===== src/rtl/pc_pkg.sv =====
// Shared definitions for the program-counter sequencer.
//   npc_sel_e             next-PC source chosen by the priority mux
//   DEFAULT_PC_STEP       sequential increment / call return offset
//   DEFAULT_RESET_VECTOR  PC value loaded on reset
package pc_pkg;

    typedef enum logic [1:0] {
        NPC_HOLD = 2'd0,
        NPC_INC  = 2'd1,
        NPC_LOAD = 2'd2,
        NPC_RET  = 2'd3
    } npc_sel_e;

    localparam int unsigned DEFAULT_PC_STEP      = 2;
    localparam int unsigned DEFAULT_RESET_VECTOR = 0;

endpackage : pc_pkg


===== src/rtl/pc_ras.sv =====
// Circular return-address stack.
//   i_clk        rising-edge clock
//   i_rst        synchronous active-high reset (discards all entries)
//   i_push       write i_push_data as the new top; overwrites the oldest entry when full
//   i_pop        drop the top entry; no-op when empty
//   i_push_data  return address to store
//   o_top        current top entry (meaningful only when not empty)
//   o_count      number of valid entries, 0..RAS_DEPTH
//   o_full       o_count == RAS_DEPTH
//   o_empty      o_count == 0
// Push and pop are never requested together by the sequencer; push wins if they are.
module pc_ras #(
    parameter int unsigned WIDTH     = 16,
    parameter int unsigned RAS_DEPTH = 4
) (
    input  logic                         i_clk,
    input  logic                         i_rst,
    input  logic                         i_push,
    input  logic                         i_pop,
    input  logic [WIDTH-1:0]             i_push_data,
    output logic [WIDTH-1:0]             o_top,
    output logic [$clog2(RAS_DEPTH):0]   o_count,
    output logic                         o_full,
    output logic                         o_empty
);

    localparam int unsigned PW = $clog2(RAS_DEPTH);
    localparam int unsigned CW = PW + 1;

    logic [WIDTH-1:0] r_mem [RAS_DEPTH];
    logic [PW-1:0]    r_top;
    logic [CW-1:0]    r_count;
    logic [PW-1:0]    w_top_inc;
    logic [PW-1:0]    w_top_dec;

    // Depth is a power of two, so the pointer wraps for free.
    assign w_top_inc = r_top + PW'(1);
    assign w_top_dec = r_top - PW'(1);

    assign o_full  = (r_count == CW'(RAS_DEPTH));
    assign o_empty = (r_count == '0);
    assign o_top   = r_mem[r_top];
    assign o_count = r_count;

    always_ff @(posedge i_clk) begin
        if (i_rst) begin
            r_top   <= '0;
            r_count <= '0;
        end else if (i_push) begin
            r_top <= w_top_inc;
            // When full the new entry lands on the oldest slot; count saturates.
            if (!o_full) begin
                r_count <= r_count + CW'(1);
            end
        end else if (i_pop && !o_empty) begin
            r_top   <= w_top_dec;
            r_count <= r_count - CW'(1);
        end
    end

    // NOTE: entry storage has no reset; validity is tracked by r_count alone,
    // which keeps the array free of reset fan-out.
    always_ff @(posedge i_clk) begin
        if (i_push) begin
            r_mem[w_top_inc] <= i_push_data;
        end
    end

endmodule : pc_ras


===== src/rtl/pc_sequencer.sv =====
// Program-counter unit with branch/jump selection and a return-address stack.
//   CLK           rising-edge clock
//   Reset         synchronous active-high; overrides every other input
//   Stall         freeze PC, RAS and sticky flags
//   Inc           sequential advance by PC_STEP
//   PCWrite       unconditional load of DataIn
//   PCWriteBeq    load DataIn when Is_Zero
//   PCWriteBne    load DataIn when !Is_Zero
//   Is_Zero       ALU zero flag
//   Call          push PC+PC_STEP when a load is taken
//   Ret           pop RAS top into PC
//   DataIn        jump/branch target
//   DataOut       registered PC
//   RASCount      valid RAS entries
//   RASOverflow   sticky: push while full
//   RASUnderflow  sticky: Ret while empty
//   CallRetErr    sticky: Call and Ret together
module pc_sequencer
    import pc_pkg::*;
#(
    parameter int unsigned WIDTH        = 16,
    parameter int unsigned RESET_VECTOR = DEFAULT_RESET_VECTOR,
    parameter int unsigned PC_STEP      = DEFAULT_PC_STEP,
    parameter int unsigned RAS_DEPTH    = 4
) (
    input  logic                         CLK,
    input  logic                         Reset,
    input  logic                         Stall,
    input  logic                         Inc,
    input  logic                         PCWrite,
    input  logic                         PCWriteBeq,
    input  logic                         PCWriteBne,
    input  logic                         Is_Zero,
    input  logic                         Call,
    input  logic                         Ret,
    input  logic [WIDTH-1:0]             DataIn,
    output logic [WIDTH-1:0]             DataOut,
    output logic [$clog2(RAS_DEPTH):0]   RASCount,
    output logic                         RASOverflow,
    output logic                         RASUnderflow,
    output logic                         CallRetErr
);

    logic [WIDTH-1:0] r_pc;
    logic             r_overflow;
    logic             r_underflow;
    logic             r_call_ret_err;

    logic             w_taken;
    npc_sel_e         w_sel;
    logic [WIDTH-1:0] w_pc_inc;
    logic [WIDTH-1:0] w_next_pc;
    logic             w_push;
    logic             w_pop;
    logic             w_set_overflow;
    logic             w_set_underflow;
    logic             w_set_call_ret_err;
    logic [WIDTH-1:0] w_ras_top;
    logic             w_ras_full;
    logic             w_ras_empty;

    assign w_taken  = PCWrite | (PCWriteBeq & Is_Zero) | (PCWriteBne & ~Is_Zero);
    // Modulo 2^WIDTH: the carry out is simply dropped.
    assign w_pc_inc = r_pc + WIDTH'(PC_STEP);

    // NOTE: every combinational output gets a default before any branch, so no
    // path through the block leaves a signal unassigned and no latch is inferred.
    always_comb begin
        w_sel              = NPC_HOLD;
        w_push             = 1'b0;
        w_pop              = 1'b0;
        w_set_overflow     = 1'b0;
        w_set_underflow    = 1'b0;
        w_set_call_ret_err = 1'b0;
        if (!Stall) begin
            if (Ret) begin
                // Ret always wins; a simultaneous Call is dropped and flagged.
                w_set_call_ret_err = Call;
                if (!w_ras_empty) begin
                    w_sel = NPC_RET;
                    w_pop = 1'b1;
                end else begin
                    w_set_underflow = 1'b1;
                end
            end else if (w_taken) begin
                w_sel          = NPC_LOAD;
                w_push         = Call;
                w_set_overflow = Call & w_ras_full;
            end else if (Inc) begin
                w_sel = NPC_INC;
            end
        end

        unique case (w_sel)
            NPC_RET:  w_next_pc = w_ras_top;
            NPC_LOAD: w_next_pc = DataIn;
            NPC_INC:  w_next_pc = w_pc_inc;
            default:  w_next_pc = r_pc;
        endcase
    end

    // NOTE: state registers use non-blocking assignments so every flop samples
    // the pre-edge values regardless of statement order.
    always_ff @(posedge CLK) begin
        if (Reset) begin
            r_pc           <= WIDTH'(RESET_VECTOR);
            r_overflow     <= 1'b0;
            r_underflow    <= 1'b0;
            r_call_ret_err <= 1'b0;
        end else begin
            r_pc           <= w_next_pc;
            r_overflow     <= r_overflow     | w_set_overflow;
            r_underflow    <= r_underflow    | w_set_underflow;
            r_call_ret_err <= r_call_ret_err | w_set_call_ret_err;
        end
    end

    pc_ras #(
        .WIDTH     (WIDTH),
        .RAS_DEPTH (RAS_DEPTH)
    ) u_ras (
        .i_clk       (CLK),
        .i_rst       (Reset),
        .i_push      (w_push),
        .i_pop       (w_pop),
        .i_push_data (w_pc_inc),
        .o_top       (w_ras_top),
        .o_count     (RASCount),
        .o_full      (w_ras_full),
        .o_empty     (w_ras_empty)
    );

    assign DataOut      = r_pc;
    assign RASOverflow  = r_overflow;
    assign RASUnderflow = r_underflow;
    assign CallRetErr   = r_call_ret_err;

endmodule : pc_sequencer


===== config.mk =====
export PLATFORM = sky130hd
export DESIGN_NAME = pc_sequencer
export DESIGN_NICKNAME = d
export VERILOG_FILES = /design/src/rtl/pc_pkg.sv /design/src/rtl/pc_ras.sv /design/src/rtl/pc_sequencer.sv
export SDC_FILE = /design/constraint.sdc
export NUM_CORES = 1
export LEC_CHECK = 0
export CORE_ASPECT_RATIO = 1.75
export CORE_MARGIN = 3
export CORE_UTILIZATION = 60
export DETAILED_ROUTE_END_ITERATION = 12
export GPL_TIMING_DRIVEN = 0
export PLACE_DENSITY = 0.83
export SETUP_SLACK_MARGIN = 0.5
export SYNTH_ARGS = -nofsm -noshare
export SYNTH_HDL_FRONTEND = slang
export SYNTH_SLANG_ARGS = --single-unit

===== constraint.sdc =====
create_clock -name CLK -period 4.7 [get_ports CLK]
set_input_delay 0.47 -clock CLK [delete_from_list [all_inputs] [get_ports CLK]]
set_output_delay 0.47 -clock CLK [all_outputs]
set_load 0.02 [all_outputs]

==> results.py, run 1 <==
metrics = {
    "power": {
        "switching_share_pct": 26.9,
        "power_density_mw_per_mm2": 467,
        "seqPwrFrac_pct": 41.7,
        "pwr-share-clk_pct": 36.5,
        "p_leak_nw": 1.75,
        "internal_power_mw": 1.75,
        "pwr-share-comb_pct": 21.9,
        "p_sw_mw": 0.645,
        "ir_worst_vdd_v": 0.000386,
        "finalPower_mw": 2.40,
    },
    "layout": {
        "nNetsFinal": 414,
        "fin_cells": 466,
        "utilization_pct": 77.3,
        "n_fill_cell": 422,
        "synthToLayoutAreaGrowth_pct": 22.4,
        "antenna_cells": 0,
        "drive_above_1_share_pct": 12.8,
        "finalInstanceArea_mm2": 0.00513,
    },
    "clock_network": {
        "numCtsBuffers": 9,
        "cts_tree": "yes",
        "cts_setup_buffers": 0,
        "cts.path.max_buffers": 2,
        "clk_pin_slew_ns": 0.06,
        "cts_hold_buf": 0,
        "insertion_delay_ns": 0.34,
        "postCtsResizedCells": 0,
        "cts-root-buf": "clkbuf_16",
        "cts.sinks": 90,
        "htreeDepth": 3,
    },
    "synthesis": {
        "async_flop_share_pct": 0,
        "seq_area_frac_synth_pct": 58.3,
        "synth_edf_count": 64,
        "synth-warning-count": 0,
        "synth_nets": 356,
        "syn_area_mm2": 0.00419,
        "synth_cell_types": 64,
        "synth.avg_cell_area_um2": 13.1,
        "synth_cells": 321,
        "ys.flop_type": "edfxtp_1",
        "synth_top_area_share_pct": 45.9,
        "synth_seq_cells": 90,
        "yosys-top-cells-area": "edfxtp_1 46%, dfxtp_1 12%, mux4_2 7.0%, ha_1 2.4%, a21oi_1 1.8%",
        "synth_largest_area_cell": "edfxtp_1",
    },
    "job": {
        "cap_violations": 0,
    },
    "sta": {
        "worst_pin_slew_ns": 0.972,
        "fin_crit_ns": 3.15,
        "setup_tns_ns": 0,
        "fin_skew_ns": 0.00733,
        "fmax_mhz": 317,
        "relSlewSlack_pct": 35.2,
        "finalCritPeriodShare_pct": 67.1,
        "grt_setup_unrepaired": "false",
        "drv_slew": 0,
        "report.final.hold_viol_count": 0,
        "setup_viol": 0,
    },
    "global_route": {
        "grt_pass1_wl_um": 16400,
        "grt_util_met3_pct": 4.74,
        "grtUsageTotal_pct": 27.2,
        "grt.met1_usage_pct": 27.7,
        "top_usage_layer": "met2",
        "globalRouteOverflowTotal": 0,
        "grt_max_degree": 17,
        "antenna_found_initial": 0,
        "grt_pass1_vias": 3250,
        "gr-usage-met2_pct": 50.3,
    },
    "setup_path": {
        "max_stage_delay_ns": 0.47,
        "cp.buffers_inverters": 3,
        "cp_slowest_cell": "clkinv_1",
        "path_class": "in -> reg",
        "start_kind": "input pin",
        "crit_path_end_kind": "flip-flop",
        "cp.required_ns": 4.94,
        "critical-path-top-delay-family": "buffers and inverters",
        "crit_fanout": 10,
        "cp.arrival_ns": 3.39,
        "crit_top_cell": "nor2_1",
        "path_cells": "clkdlybuf4s50_1 > mux2_2 > nor2_1 > nor3_1 > nor2_1 > ha_1 > clkbuf_1 > clkinv_1 > o311ai_0 > o41ai_1 > a22o_1",
    },
    "placement": {
        "place_area_mm2": 0.00476,
        "dp_cells": 450,
        "place_congestion": 0.877,
        "dpl.hpwl_um": 6720,
        "portBuffers": 47,
    },
    "run_status": {
        "status": "completed",
    },
    "route": {
        "ant_nets": 0,
        "viasPerCell": 6.57,
        "drtIter0Drc": 340,
        "drtPass1Iterations": 5,
        "finalWirelength_um": 10200,
        "dr_total_vias": 3061,
        "wl_per_cell_um": 22.0,
        "route.detailed.drc": 0,
    },
    "die": {
        "ios": 48,
        "die_h_um": 117,
        "die-area_mm2": 0.00806,
        "start_util_pct": 63.2,
        "die_width_um": 69.2,
        "core_region_area_mm2": 0.00664,
        "num_rows": 39,
    },
    "min_path": {
        "worstHoldPathType": "reg -> reg",
    },
}
final cells by class:
type / instances / area [um^2] / area share [%]
timing repair buffer: 47 / 470 / 9.17
inverter: 13 / 48.8 / 0.951
clock buffer: 11 / 243 / 4.73
clock inverter: 5 / 125 / 2.44
multi-input combinational: 201 / 1620 / 31.5
sequential: 90 / 2440 / 47.6
tap: 82 / 103 / 2.00
buffer: 17 / 85.1 / 1.66
stage by stage:
stage	hold WS, ns	setup slack (ns)
2_1_floorplan	0.484	2.22
5_1_grt	0.506	1.32
4_1_cts	0.477	1.59
3_5_place_dp	0.460	1.27
6_report	0.483	1.55
3_3_place_gp	0.456	1.34
power by group through the flow:
stage	combinational, mW	sequential [mW]	clock [mW]
2_1_floorplan	0.306	1.03	0
3_3_place_gp	0.499	1.01	0
3_5_place_dp	0.513	1.01	0
4_1_cts	0.521	0.997	0.876
5_1_grt	0.568	1.01	0.912
6_report	0.524	0.998	0.873
path summary, 6_finish.rpt:
kind,from,end,slack (ns),cells past startpoint
max,Is_Zero,DataOut[12]$_SDFFE_PP0P_,1.55,11
min,CallRetErr$_SDFF_PP0_,CallRetErr$_SDFF_PP0_,0.48,2
max reg2reg,u_ras.o_count[0]$_SDFFE_PP0P_,DataOut[12]$_SDFFE_PP0P_,1.65,9
min reg2reg,CallRetErr$_SDFF_PP0_,CallRetErr$_SDFF_PP0_,0.48,2
metal layers:
metal / vias up / share of wire [%] / wire length, um
met5: - / 0 / 0
met4: 0 / 4.2 / 425
met3: 33 / 6.5 / 662
met2: 146 / 55 / 5620
met1: 1518 / 34 / 3530
li1: 1364 / - / -
cells in the final DEF (no fill, tap or decap), types with 3 or more instances in the layout:
master           count
o32ai_1              4
nor3_1              14
dfxtp_1             26
bufinv_16            4
nand3_1              7
inv_1               11
mux4_2              13
o21a_1               4
or2_1                5
and2_1               8
xor2_1               3
clkdlybuf4s50_1     47
clkbuf_16            9
mux2i_1              5
nor2b_1              4
buf_2                5
nand2b_1             5
nor2_1              17
a31oi_1              4
clkbuf_1             8
a221oi_1             7
ha_1                 8
a21oi_1             15
o21ai_0             10
xnor2_1              6
edfxtp_1            64
nand2_1             14
o22ai_1              4
o221ai_1             4
a211oi_1             4
cell families (layout without fill, tap and decap cells):
family,after synthesis,after routing,synth area share [%]
simple gates,87,87,12.0
flops,90,90,58.3
mux,21,21,8.99
compound gates,75,75,12.8
xor+xnor,9,9,1.88
fa+ha+maj,9,9,2.87
buf+inv,30,93,3.19
synthesized netlist by cell type (5+ instances only):
library cell	count
and2_1	8
xnor2_1	6
or2_1	5
o21ai_0	10
nor2_1	17
edfxtp_1	64
mux2i_1	5
a21oi_1	15
mux4_2	13
inv_1	11
dfxtp_1	26
nand2_1	14
ha_1	8
nand2b_1	5
clkbuf_1	7
a221oi_1	7
nand3_1	7
nor3_1	14
buf_2	5
worst min-delay path: stages (launching register included):
cell     delay [ns]
dfxtp_1        0.33
a21oi_1        0.04
nor2_1         0.07
registers in the layout, indices dropped and copies added (netlist names), named ones only:
register and cells:
u_ras.r_mem 64, DataOut 16, u_ras.o_count 3, u_ras.r_top 2
CallRetErr 1, RASOverflow 1, RASUnderflow 1
Power figures use the tool's default switching activity.
==> run 2, diff against run 1 <==
--- a/config.mk
+++ b/config.mk
@@ -7,10 +7,10 @@
 export LEC_CHECK = 0
 export CORE_ASPECT_RATIO = 1.75
 export CORE_MARGIN = 3
-export CORE_UTILIZATION = 60
+export CORE_UTILIZATION = 56
 export DETAILED_ROUTE_END_ITERATION = 12
 export GPL_TIMING_DRIVEN = 0
-export PLACE_DENSITY = 0.83
+export PLACE_DENSITY = 0.78
 export SETUP_SLACK_MARGIN = 0.5
 export SYNTH_ARGS = -nofsm -noshare
 export SYNTH_HDL_FRONTEND = slang
==> constraint.sdc (replaced) <==
create_clock -name CLK -period 3 [get_ports CLK]
set_input_delay 0.3 -clock CLK [delete_from_list [all_inputs] [get_ports CLK]]
set_output_delay 0.3 -clock CLK [all_outputs]
set_load 0.02 [all_outputs]
==> results.py, run 2 (synthesized netlist as in run 1, its figures left out) <==
metrics = {
    "clock_network": {
        "cts_hold_buf": 0,
        "insertion_delay_ns": 0.34,
        "cts-root-buf": "clkbuf_16",
        "htreeDepth": 3,
        "numCtsBuffers": 9,
        "cts_tree": "yes",
        "clk_pin_slew_ns": 0.06,
        "cts.sinks": 90,
        "cts.path.max_buffers": 2,
    },
    "route": {
        "route.detailed.drc": 1,
        "drtPass1Iterations": 9,
        "ant_nets": 0,
        "dr_total_vias": 2986,
        "drtIter0Drc": 229,
        "finalWirelength_um": 10300,
        "viasPerCell": 6.26,
        "wl_per_cell_um": 21.5,
    },
    "die": {
        "die-area_mm2": 0.00860,
        "die_width_um": 71.4,
        "start_util_pct": 57.9,
        "ios": 48,
        "core_region_area_mm2": 0.00723,
        "num_rows": 41,
        "die_h_um": 120,
    },
    "min_path": {
        "worstHoldPathType": "reg -> reg",
        "whs_endpoint": "CallRetErr$_SDFF_PP0_",
        "hold_depth": 2,
        "holdCritStartpoint": "CallRetErr$_SDFF_PP0_",
    },
    "run_status": {
        "violations": "design-rule violations",
        "status": "finished, violations left",
    },
    "layout": {
        "multi_input_area_mm2": 0.00172,
        "final_cell_mix": "64 x edfxtp_1, 44 x clkdlybuf4s50_1, 26 x dfxtp_1",
        "top_register": "u_ras.r_mem",
        "drive_above_1_share_pct": 19.7,
        "antenna_cells": 0,
        "synthToLayoutAreaGrowth_pct": 25.3,
        "final_common_cell": "edfxtp_1",
        "largest_reg_flops": 64,
        "nNetsFinal": 421,
        "fin_cells": 477,
        "n_fill_cell": 486,
        "regArea_mm2": 0.00244,
    },
    "sta": {
        "relSlewSlack_pct": 37.7,
        "grt_setup_unrepaired": "true",
        "fin_crit_ns": 2.35,
        "hold_ws_ns": 0.477,
        "worst_pin_slew_ns": 0.935,
        "fin_ws_ns": 0.648,
        "fin_skew_ns": 0.00726,
        "drv_slew": 0,
        "report.final.hold_viol_count": 0,
        "fmax_mhz": 425,
        "setup_viol": 0,
        "finalCritPeriodShare_pct": 78.4,
    },
    "job": {
        "cap_violations": 0,
    },
    "setup_path": {
        "start_kind": "flip-flop",
        "crit_path_end_kind": "flip-flop",
        "cp.required_ns": 3.20,
        "r2r-end": "DataOut[13]$_SDFFE_PP0P_",
        "reg2reg_depth": 10,
        "cp.arrival_ns": 2.55,
        "path_class": "reg -> reg",
        "r2r-start": "u_ras.o_count[1]$_SDFFE_PP0P_",
        "reg2reg_setup_slack_ns": 0.65,
        "crit_fanout": 9,
    },
    "placement": {
        "dp_cells": 454,
        "dpl.hpwl_um": 6840,
        "portBuffers": 47,
        "dp_worst_setup_slack_ns": -0.303,
        "place_congestion": 0.879,
    },
    "global_route": {
        "globalRouteOverflowTotal": 0,
        "grt_pass1_wl_um": 16200,
        "antenna_found_initial": 0,
        "grtUsageTotal_pct": 25.5,
        "grt_pass1_vias": 3231,
        "grt_max_degree": 17,
    },
    "power": {
        "p_leak_nw": 1.83,
        "power_density_mw_per_mm2": 674,
        "ir_worst_vdd_v": 0.000821,
    },
}
==> run 2: worst max-delay path by stage <==
stage                                  startpoint                       endpoint  slack [ns]  depth (start not counted)
global route        u_ras.o_count[1]$_SDFFE_PP0P_       DataOut[13]$_SDFFE_PP0P_        0.48                         10
floorplan           u_ras.o_count[0]$_SDFFE_PP0P_       DataOut[12]$_SDFFE_PP0P_        0.53                          8
finish              u_ras.o_count[1]$_SDFFE_PP0P_       DataOut[13]$_SDFFE_PP0P_        0.65                         10
detailed placement                            Ret       DataOut[12]$_SDFFE_PP0P_       -0.30                         10
CTS                                         Stall  u_ras.o_count[2]$_SDFFE_PP0P_        0.48                          9
global placement                          Is_Zero       DataOut[12]$_SDFFE_PP0P_       -0.21                         11
==> run 2: routing by layer <==
layer / GRT usage [%] / up-vias / part of all wire (%)
li1: - / 1377 / -
met4: 12.8 / 0 / 2.3
met2: 45.7 / 107 / 57
met3: 4.66 / 15 / 5.8
met5: 0 / - / 0
met1: 28.2 / 1487 / 35
==> run 2: cell type report <==
type | count | area share (%)
Inverter | 13 | 0.953
Tap cell | 86 | 2.05
Buffer | 17 | 2.19
Timing Repair Buffer | 54 | 10.2
Clock inverter | 6 | 1.10
Multi-Input combinational cell | 201 | 32.7
Sequential cell | 90 | 46.5
Clock buffer | 10 | 4.36
==> run 2: worst max-delay path, stage by stage, from the launching register on <==
cell and delay (ns):
dfxtp_1 0.36, nor3_2 0.20, and2b_2 0.29, a31oi_4 0.23
inv_1 0.09, ha_1 0.22, buf_6 0.14, and2_1 0.16
a221oi_1 0.27, a31o_1 0.20, a21oi_2 0.06
==> run 2: power breakdown <==
part | internal [mW] | switching, mW
clock network | 0.639 | 0.442
logic | 0.414 | 0.480
registers | 1.46 | 0.103
total | 2.51 | 1.02
==> run 2: what timing repair did <==
item / in CTS / in global routing
pin swaps: 3 / 5
resized for setup: 24 / 23
setup buffers: 2 / 5
endpoints found under the setup margin: 15 / 15
==> run 2: metrics by stage <==
step | setup TNS [ns] | util [%] | power (mW) | cell area, um^2
after floorplan | 0 | - | 2.09 | 4190
after global placement | -0.616 | 65.9 | 2.36 | 4770
after detailed placement | -1.80 | 65.9 | 2.39 | 4770
after CTS | 0 | 71.0 | 3.49 | 5130
after global routing | 0 | 72.6 | 3.69 | 5250
final | 0 | 72.6 | 3.54 | 5250
==> run 3, diff against run 2 <==
==> constraint.sdc (replaced) <==
create_clock -name CLK -period 2.4 [get_ports CLK]
set_input_delay 0.24 -clock CLK [delete_from_list [all_inputs] [get_ports CLK]]
set_output_delay 0.24 -clock CLK [all_outputs]
set_load 0.02 [all_outputs]
==> results.py, run 3 (synthesized netlist as in run 1, its figures left out) <==
metrics = {
    "run_status": {
        "status": "completed",
    },
    "sta": {
        "fmax_mhz": 455,
        "setup_viol": 0,
        "worst_pin_slew_ns": 0.954,
        "drv_slew": 0,
        "fin_skew_ns": 0.00636,
        "report.final.hold_viol_count": 0,
        "grt_setup_unrepaired": "true",
        "relSlewSlack_pct": 36.4,
        "hold_ws_ns": 0.406,
        "fin_crit_ns": 2.20,
        "finalCritPeriodShare_pct": 91.5,
    },
    "clock_network": {
        "cts_tree": "yes",
        "cts-root-buf": "clkbuf_16",
        "numCtsBuffers": 9,
        "cts.path.max_buffers": 2,
        "insertion_delay_ns": 0.35,
        "htreeDepth": 3,
        "cts.sinks": 90,
        "clk_pin_slew_ns": 0.06,
    },
    "power": {
        "pwr-share-comb_pct": 28.0,
        "p_leak_nw": 2.04,
        "ir_worst_vdd_v": 0.00104,
        "p_sw_mw": 1.44,
        "switching_share_pct": 28.9,
        "seqPwrFrac_pct": 39.3,
        "power_density_mw_per_mm2": 862,
        "pwr-share-clk_pct": 32.7,
        "internal_power_mw": 3.55,
    },
    "min_path": {
        "whs_endpoint": "CallRetErr$_SDFF_PP0_",
        "worstHoldPathType": "in -> reg",
        "holdCritStartpoint": "Call",
        "hold_depth": 3,
    },
    "setup_path": {
        "crit_fanout": 7,
        "path_class": "reg -> reg",
        "r2r-start": "u_ras.o_count[0]$_SDFFE_PP0P_",
        "startpoint": "u_ras.o_count[0]$_SDFFE_PP0P_",
        "cp.required_ns": 2.64,
        "max_stage_delay_ns": 0.35,
        "start_kind": "flip-flop",
        "path_cells": "nor3_4 > and2b_4 > a31oi_4 > ha_4 > buf_8 > or2_4 > clkbuf_16 > o22ai_4 > nor3_2 > o31a_1",
        "reg2reg_depth": 10,
        "r2r-end": "DataOut[15]$_SDFFE_PP0P_",
        "reg2reg_setup_slack_ns": 0.20,
        "crit_path_end_kind": "flip-flop",
        "cp.arrival_ns": 2.43,
        "cp_slowest_cell": "dfxtp_4",
    },
    "route": {
        "drtPass1Iterations": 5,
        "dr_total_vias": 3163,
        "wl_per_cell_um": 22.7,
        "route.detailed.drc": 0,
        "finalWirelength_um": 11100,
        "viasPerCell": 6.44,
        "ant_nets": 0,
        "drtIter0Drc": 360,
    },
    "global_route": {
        "grtUsageTotal_pct": 26.6,
        "grt_pass1_wl_um": 16800,
        "globalRouteOverflowTotal": 0,
        "antenna_found_initial": 0,
        "grt_max_degree": 17,
        "grt_pass1_vias": 3278,
    },
    "die": {
        "die_h_um": 120,
        "die-area_mm2": 0.00860,
        "core_region_area_mm2": 0.00723,
        "ios": 48,
        "start_util_pct": 57.9,
        "num_rows": 41,
        "die_width_um": 71.4,
    },
    "layout": {
        "n_fill_cell": 405,
        "antenna_cells": 0,
        "synthToLayoutAreaGrowth_pct": 38.2,
        "top_register": "u_ras.r_mem",
        "final_cell_mix": "64 x edfxtp_1, 40 x clkdlybuf4s50_1, 21 x dfxtp_1",
        "final_common_cell": "edfxtp_1",
        "drive_above_1_share_pct": 32.8,
        "nNetsFinal": 435,
        "largest_reg_flops": 64,
        "fin_cells": 491,
    },
    "job": {
        "cap_violations": 0,
    },
    "placement": {
        "dpl.hpwl_um": 7050,
        "dp_cells": 454,
        "place_congestion": 0.865,
        "portBuffers": 47,
    },
}
==> run 3: layer usage <==
metal	routed length (um)	vias to the layer above	part of all wire [%]	track usage, %
met5	0	-	0	0
met4	433	0	3.9	15.1
met3	578	40	5.2	6.16
met2	6120	133	55	46.4
li1	-	1406	-	-
met1	4010	1584	36	28.9
==> run 3: repair_timing <==
item	in CTS	in global routing
gates resized for setup	59	17
cloned	0	0
hold buffers	0	0
endpoints found under the setup margin	81	64
pin swaps	27	10
buffers inserted	18	3
==> run 3: worst max-delay path by stage <==
stage,slack [ns],end,depth (start not counted)
after floorplan,0.24,DataOut[10]$_SDFFE_PP0P_,8
after global placement,-0.49,DataOut[11]$_SDFFE_PP0P_,10
after detailed placement,-0.55,DataOut[11]$_SDFFE_PP0P_,10
after CTS,0.25,DataOut[10]$_SDFFE_PP0P_,8
after global routing,0.15,DataOut[15]$_SDFFE_PP0P_,10
final,0.20,DataOut[15]$_SDFFE_PP0P_,10
==> run 3: worst max-delay path: cells and delay by family, from the launching register on <==
kind            cells  cell delay (ns)
compound gates      3             0.44
simple gates        4             0.72
fa+ha+maj           1             0.25
buf+inv             2             0.30
flops               1             0.35
==> run 3: final cells by class <==
class	count	area, um^2	share of cell area [%]
multi-input cells	201	2000	34.5
flip-flops and latches	90	2460	42.4
clock buffers	10	239	4.13
repair buffers	68	634	11.0
well taps	86	108	1.86
inverters	13	60.1	1.04
clock inverters	6	113	1.94
plain buffers	17	184	3.18
==> run 3: power groups by stage <==
stage               combinational, mW  clock [mW]  sequential, mW
global route                     1.49        1.71            1.98
detailed placement               1.10           0            1.98
finish                           1.40        1.63            1.96
global placement                 1.06           0            1.98
floorplan                       0.673           0            2.02
CTS                              1.32        1.66            1.95
==> run 3: metrics by stage <==
| stage | setup slack (ns) | total power [mW] | util [%] | area, um^2 | TNS, ns |
|---|---|---|---|---|---|
| 2_1_floorplan | 0.236 | 2.69 | - | 4360 | 0 |
| 3_3_place_gp | -0.492 | 3.04 | 68.2 | 4940 | -18.84 |
| 3_5_place_dp | -0.550 | 3.08 | 68.2 | 4940 | -18.91 |
| 4_1_cts | 0.246 | 4.93 | 78.5 | 5680 | 0 |
| 5_1_grt | 0.152 | 5.17 | 80.1 | 5790 | 0 |
| 6_report | 0.204 | 4.99 | 80.1 | 5790 | 0 |
